## src/rtl/queens_reader.sv

```systemverilog
// queens_reader: scans solver rows column by column, streams them out and flags row/diagonal conflicts.
module queens_reader #(
  parameter int W  = 5,
  parameter int DW = 6
) (
  input  logic         clk,
  input  logic         reset,
  input  logic         start,
  input  logic [W-1:0] n,
  output logic [W-1:0] row_query,
  input  logic [W-1:0] row_result,
  output logic         out_valid,
  input  logic         out_ready,
  output logic [W-1:0] out_col,
  output logic [W-1:0] out_row,
  output logic         out_conflict,
  output logic         out_last,
  output logic         busy,
  output logic         done,
  output logic         ok,
  output logic [W-1:0] bad_col
);
  typedef enum logic [1:0] {IDLE, FETCH, SEND, DONE} state_t;
  state_t state, state_next;
  logic [W-1:0] n_r, col, bad_r;
  logic ok_r;
  logic [2**W-1:0] rused;
  logic [2**DW-1:0] d1, d2;
  logic [DW-1:0] d1i, d2i;
  logic in_range, conflict, last, accept;
  assign in_range = row_result < n_r;
  // n + col - r cannot underflow once r < n, so DW bits suffice
  assign d1i = DW'(row_result) + DW'(col);
  assign d2i = DW'(n_r) + DW'(col) - DW'(row_result);
  assign conflict = !in_range || rused[row_result] || d1[d1i] || d2[d2i];
  assign last = col == n_r - W'(1);
  assign accept = (state == IDLE || state == DONE) && start;
  assign row_query = col;
  assign out_col = col;
  assign out_valid = state == SEND;
  assign out_last = out_valid && last;
  assign busy = state == FETCH || state == SEND;
  assign done = state == DONE;
  assign ok = done && ok_r;
  assign bad_col = done ? bad_r : '0;
  always_comb begin
    state_next = state;
    case (state)
      IDLE, DONE: if (start) state_next = (n == '0) ? DONE : FETCH;
      FETCH:      state_next = SEND;
      SEND:       if (out_ready) state_next = last ? DONE : FETCH;
      default:    state_next = IDLE;
    endcase
  end
  always_ff @(posedge clk)
    if (!reset) state <= IDLE;
    else state <= state_next;
  always_ff @(posedge clk)
    if (!reset) begin
      n_r <= '0;
      col <= '0;
      out_row <= '0;
      out_conflict <= 1'b0;
      ok_r <= 1'b1;
      bad_r <= '0;
    end else if (accept) begin
      n_r <= n;
      col <= '0;
      ok_r <= 1'b1;
      bad_r <= '0;
    end else if (state == FETCH) begin
      out_row <= row_result;
      out_conflict <= conflict;
      if (conflict && ok_r) begin
        ok_r <= 1'b0;
        bad_r <= col;
      end
    end else if (state == SEND && out_ready && !last)
      col <= col + W'(1);
  // occupancy maps only need clearing when a scan starts
  always_ff @(posedge clk)
    if (accept) begin
      rused <= '0;
      d1 <= '0;
      d2 <= '0;
    end else if (state == FETCH && in_range) begin
      rused[row_result] <= 1'b1;
      d1[d1i] <= 1'b1;
      d2[d2i] <= 1'b1;
    end
endmodule

```

## config.mk

```make
export PLATFORM = sky130hd
export DESIGN_NAME = queens_reader
export DESIGN_NICKNAME = d
export VERILOG_FILES = /design/src/rtl/queens_reader.sv
export SDC_FILE = /design/constraint.sdc
export NUM_CORES = 1
export LEC_CHECK = 0
export ABC_CLOCK_PERIOD_IN_PS = 13010
export CAP_MARGIN = 25
export CELL_PAD_IN_SITES_DETAIL_PLACEMENT = 1
export CELL_PAD_IN_SITES_GLOBAL_PLACEMENT = 1
export CORE_AREA = 2 2 134 136
export DETAILED_ROUTE_END_ITERATION = 12
export DIE_AREA = 0 0 136 138
export PLACE_DENSITY_LB_ADDON = 0.08
export SLEW_MARGIN = 25
export SYNTH_ARGS = -nofsm -noshare
export SYNTH_HDL_FRONTEND = slang
export SYNTH_SLANG_ARGS = --single-unit
```

## constraint.sdc

```tcl
create_clock -name clk -period 13.01 [get_ports clk]
set_input_delay 3.903 -clock clk [delete_from_list [all_inputs] [get_ports clk]]
set_output_delay 3.903 -clock clk [all_outputs]
set_load 0.02 [all_outputs]
```

# After elaboration in Yosys (flattened, before gate mapping)
# Index checks and enable logic that the tools add are counted.
[word_totals]
wordCells = 77
output_inout_bits = 26
ff_bits = 184
input_bits = 14
[classes]
reduce_logical = 25
eq_ne = 6
bitwise_logic = 6
magnitude_cmp = 7
mux = 18
n_addsub = 5
[op_table]
columns = ["operator", "count"]
rows = [
  ["64-bit bitwise OR", 2],
  ["32-bit bitwise OR", 1],
  ["6-bit by 7-bit < comparator with 1-bit output, second input constant", 2],
  ["5-bit by 5-bit adder with 6-bit output", 2],
  ["1-bit binary-select mux with 6-bit select", 2],
  ["1-bit demux with 6-bit select", 2],
  ["6-bit by 1-bit >= comparator with 1-bit output, second input constant", 2],
  ["1-bit logical AND", 10],
  ["2-bit 2-to-1 mux", 4],
  ["2-bit AND reduction", 4],
  ["5-bit by 6-bit < comparator with 1-bit output, second input constant", 1],
  ["1-bit 2-to-1 mux", 6],
  ["2-bit one-hot mux with 3 select lines", 1],
  ["6-bit by 5-bit subtractor with 6-bit output", 1],
  ["5-bit by 1-bit adder with 5-bit output, second input constant", 1],
  ["1-bit binary-select mux with 5-bit select", 1],
  ["1-bit demux with 5-bit select", 1],
  ["5-bit equality test", 1],
  ["5-bit by 1-bit >= comparator with 1-bit output, second input constant", 1],
  ["5-bit logical NOT", 1],
  ["1-bit logical OR", 5],
  ["5-bit < comparator", 1],
  ["5-bit 2-to-1 mux", 1],
  ["5-bit by 1-bit subtractor with 5-bit output, second input constant", 1],
  ["8 further kinds", 13],
]

# Longest topological paths before layout
[logic_depth]
word_depth = 7
mapped_depth = 14
mapped_depth_nobuf = 13

# Worst setup path before layout
# No wires, ideal clock.
[synth_path]
kind = "input port to flip-flop"
start = "input port row_result[1]"
end = "register bad_r[1]"
t_arrival_ns = 7.050
cell_stages = 12
required_ns = 12.891
setup_time_ns = 0.119
path_slack_ns = 5.841
n_path_buf = 2
path_cell_list = "fa_1 -> inv_1 -> fa_1 -> xor2_1 -> buf_2 -> mux4_2 -> mux2i_1 -> nor3_1 -> o41a_1 -> o311a_1 -> buf_6 -> mux2i_1"
[synth_via]
elab_chain_cells = 7
elab_cells_between_ends = 15
cone_classes = "add/sub (2); order compare (1); mux (6); reduce/logical (6)"
[synth_lines]
columns = ["item", "line", "source"]
rows = [
  ["start: declaration", "11", "input logic [W-1:0] row_result,"],
  ["5-bit by 5-bit adder with 6-bit output (tied with other cells)", "33", "assign d1i = DW'(row_result) + DW'(col);"],
  ["1-bit binary-select mux with 6-bit select (tied with other cells)", "35", "assign conflict = !in_range || rused[row_result] || d1[d1i] || d2[d2i];"],
  ["1-bit 2-to-1 mux (implied by the code) or 1-bit logical OR (tied branches)", "35", ""],
  ["1-bit logical OR", "35", ""],
  ["1-bit logical OR (*)", "35", ""],
  ["1-bit logical AND (*)", "74", "if (conflict && ok_r) begin"],
  ["2-bit AND reduction (no line) (*)", "n/a", ""],
  ["end signal: assignment", "76", "bad_r <= col;"],
  ["end: declaration", "25", "logic [W-1:0] n_r, col, bad_r;"],
]
# Mark *: on every way between the ends. The rest lies on a longest branch, timed or not. The select of a mux whose other input is x is not followed.
# A chain may end at the register's enable or synchronous reset.

# Worst setup path in the final report
[layout_path]
start = "input port row_result[0]"
end = "register bad_r[1]"
# The elaborated chain is that of the path after synthesis.

==> flow_metrics.tcl <==
set metrics [dict create \
    clock_skew_ns 0.0107 \
    dp_hpwl_um 16300 \
    ys_seq_area_share_pct 43.0 \
    synth_largest_area_cell "dfxtp_1" \
    path_clk_slew_ns 0.08 \
    syn-num-nets 985 \
    outcome "complete, no violations" \
    clockPowerShare_pct 33.4 \
    min_period_over_period_pct 64.1 \
    avgSynthCellArea_um2 9.12 \
    regArea_um2 3680 \
    maxSlewHeadroom_pct 37.4 \
    cts.path.max_buffers 2 \
    rr_worst_depth 11 \
    p_per_area_nw_per_um2 161 \
    swShare_pct 36.6 \
    synth-edff-count 0 \
    rr_endpoint "bad_r[1]" \
    fin_crit_ns 8.34 \
    grt_start_max_net_pins 89 \
    cp_slowest_stage_delay_ns 0.92 \
    numCtsBuffers 17 \
    worstSkewPairLatency_ns 0.44 \
    cp.depth 13 \
    postCtsHoldBufs 0 \
    critical_path_class "primary input to flip-flop" \
    post-route-util_pct 56.2 \
    yosys_most_used_dff "dfxtp_1" \
    cp.arrival_ns 8.65 \
    antenna_cells 0 \
    slowest_stage "clkdlybuf4s50_1" \
    syn_to_final_growth_pct 15.1 \
    crit_start "row_result[0]" \
    netlist_area_um2 8570 \
    initial_core_util_pct 48.9 \
    p_switching_uw 581 \
    die_area_um2 18800 \
    p_leak_nw 3.79 \
    htree_levels 4 \
    cts_setup_buffers 0 \
    crit_path_end_kind "flip-flop" \
    cp_max_fo 15 \
    maxCapViolations 0 \
    port_buffers 39 \
    cpLargestDelayFamily "buffers and inverters" \
    startpoint_type "primary input" \
    cts_root_buf "clkbuf_16" \
    crit_chain "clkdlybuf4s50_1, inv_1, ha_1, inv_1, ha_2, fa_2, xnor2_1, mux4_2, mux2i_1, a221oi_1, o41a_1, o311a_1, mux2i_1" \
    fmax_mhz 120 \
    layout-drive-gt1-share_pct 11.9 \
    final_area_um2 9860 \
    place.gp.congestion 0.831 \
    path_buf_inv 3 \
    dp_cells 1168 \
    drc 0 \
    routedWlPerCell_um 20.2 \
    rsz0062_at_grt "false" \
    crit_required_ns 13.32 \
    layout.cells.most_common_list "nor2_1 (184), dfxtp_1 (184), a21oi_1 (166), nand2_1 (45), clkdlybuf4s50_1 (39)" \
    worst_hold_path_type "flip-flop to flip-flop" \
    endpoint "bad_r[1]" \
    grt-ovfl-total 0 \
    dpl_cell_area_um2 9210 \
    grt_pass1_wl_um 39700 \
    grt_use_total_pct 26.8 \
    die_w_um 136 \
    finalMaxSlewViolations 0 \
    layout.cells.non_filler 1200 \
    grt_pass1_vias 7604 \
    async_reset_ff_share_pct 0 \
    synth_area_leaders "dfxtp_1 (43%), a21oi_1 (9.7%), mux4_2 (9.2%), nor2_1 (8.1%), ha_1 (3.8%)" \
    finalSetupViolCount 0 \
    power.total_mw 1.59 \
    intPower_mw 1.01 \
    fin_ws_ns 4.67 \
    die_h_um 138 \
    comb_power_share_pct 28.5 \
    multi_input_area_um2 4660 \
    nets 1004 \
    ys_warn_count 0 \
    vdd_drop_max_uv 110 \
    worst_slew_pin_slew_ns 0.929 \
    r2r_slack_ns 8.59 \
    dr.pass1.iters 5 \
    placementRows 49 \
    drt_iter0_markers 367 \
    cts_resized 0 \
    cts.sinks 184 \
    core_um2 17500 \
    place_ws_ns 4.16 \
    top_level_ports 40 \
    fin_setup_tns_ns 0 \
    hold_viol 0 \
    ys_ff_latch 184 \
    whs_ns 0.465 \
    syn_inst 939 \
    viasPerCell 5.89 \
    antenna_found_initial 0 \
    routed-via-count 7067 \
    nFillCells 1997 \
    synth.distinct_cells 69 \
    r2r-start "out_col[2]" \
    cts_tree "yes" \
    antenna_left 0 \
    routed_wl_um 24200 \
    yosysTopAreaCellShare_pct 43.0 \
    seqPwrFrac_pct 38.1 \
]
-- per-layer routing --
layer | vias to the layer above | global-route usage [%] | share of wire [%]
li1 | 3315 | - | -
met1 | 3535 | 33.9 | 44
met2 | 154 | 45.1 | 50
met3 | 63 | 5.46 | 3.7
met4 | 0 | 9.81 | 3.0
met5 | - | 0 | 0
-- synth_stat cells, types with 7 or more instances --
| cell type | number |
|---|---|
| nor3_1 | 25 |
| mux2_2 | 8 |
| nor2b_1 | 11 |
| and2_1 | 9 |
| ha_1 | 26 |
| a21oi_1 | 166 |
| nor4_1 | 9 |
| mux2i_1 | 31 |
| nand2_1 | 45 |
| dfxtp_1 | 184 |
| mux4_2 | 35 |
| o21ai_0 | 7 |
| xnor2_1 | 15 |
| a21boi_0 | 7 |
| buf_2 | 7 |
| inv_1 | 34 |
| clkbuf_1 | 36 |
| nor2_1 | 184 |
-- registers in the layout (all words and copies together), names as in the netlist --
register      flops
bad_r             5
d1               64
d2               64
n_r               5
ok_r              1
out_col           5
out_conflict      1
out_row           5
rused            32
state             2
-- kinds of logic after synthesis --
logic type | after synthesis | synth area share (%)
compound gates | 218 | 14.6
buf+inv | 88 | 4.28
xor+xnor | 22 | 2.34
mux | 74 | 13.9
fa+ha+maj | 32 | 5.20
flops | 184 | 43.0
simple gates | 321 | 16.7
-- power groups by stage --
stage / clock network, mW / registers, mW / logic [mW]
detailed placement: 0 / 0.617 / 0.443
floorplan: 0 / 0.617 / 0.316
CTS: 0.540 / 0.605 / 0.446
global route: 0.567 / 0.608 / 0.493
finish: 0.531 / 0.605 / 0.452
global placement: 0 / 0.616 / 0.418
-- final cells by class --
class	count	share of cell area, %
multi-input combinational	667	47.2
inverter	35	1.33
clock inverter	15	1.84
sequential	184	37.4
timing repair buffer	53	5.02
tap	229	2.91
clock buffer	17	4.31
-- worst reg2reg max path, cell delays in order, from the launching register on --
cell      delay [ns]
dfxtp_1         0.53
inv_1           0.23
fa_1            0.54
inv_1           0.04
ha_1            0.38
xnor2_1         0.59
mux4_2          0.59
mux2i_1         0.14
a221oi_1        0.11
o41a_1          0.55
o311a_1         0.45
mux2i_1         0.16
-- worst min-delay path by stage --
stage / startpoint / to / slack (ns) / depth (start not counted)
final: d1[31] / d1[31] / 0.46 / 2
after floorplan: d1[19] / d1[19] / 0.42 / 2
after CTS: d1[31] / d1[31] / 0.47 / 2
after global placement: d1[31] / d1[31] / 0.43 / 2
after global routing: bad_r[3] / bad_r[3] / 0.49 / 2
after detailed placement: bad_r[0] / bad_r[0] / 0.45 / 2
(Power assumes the default switching activity.)
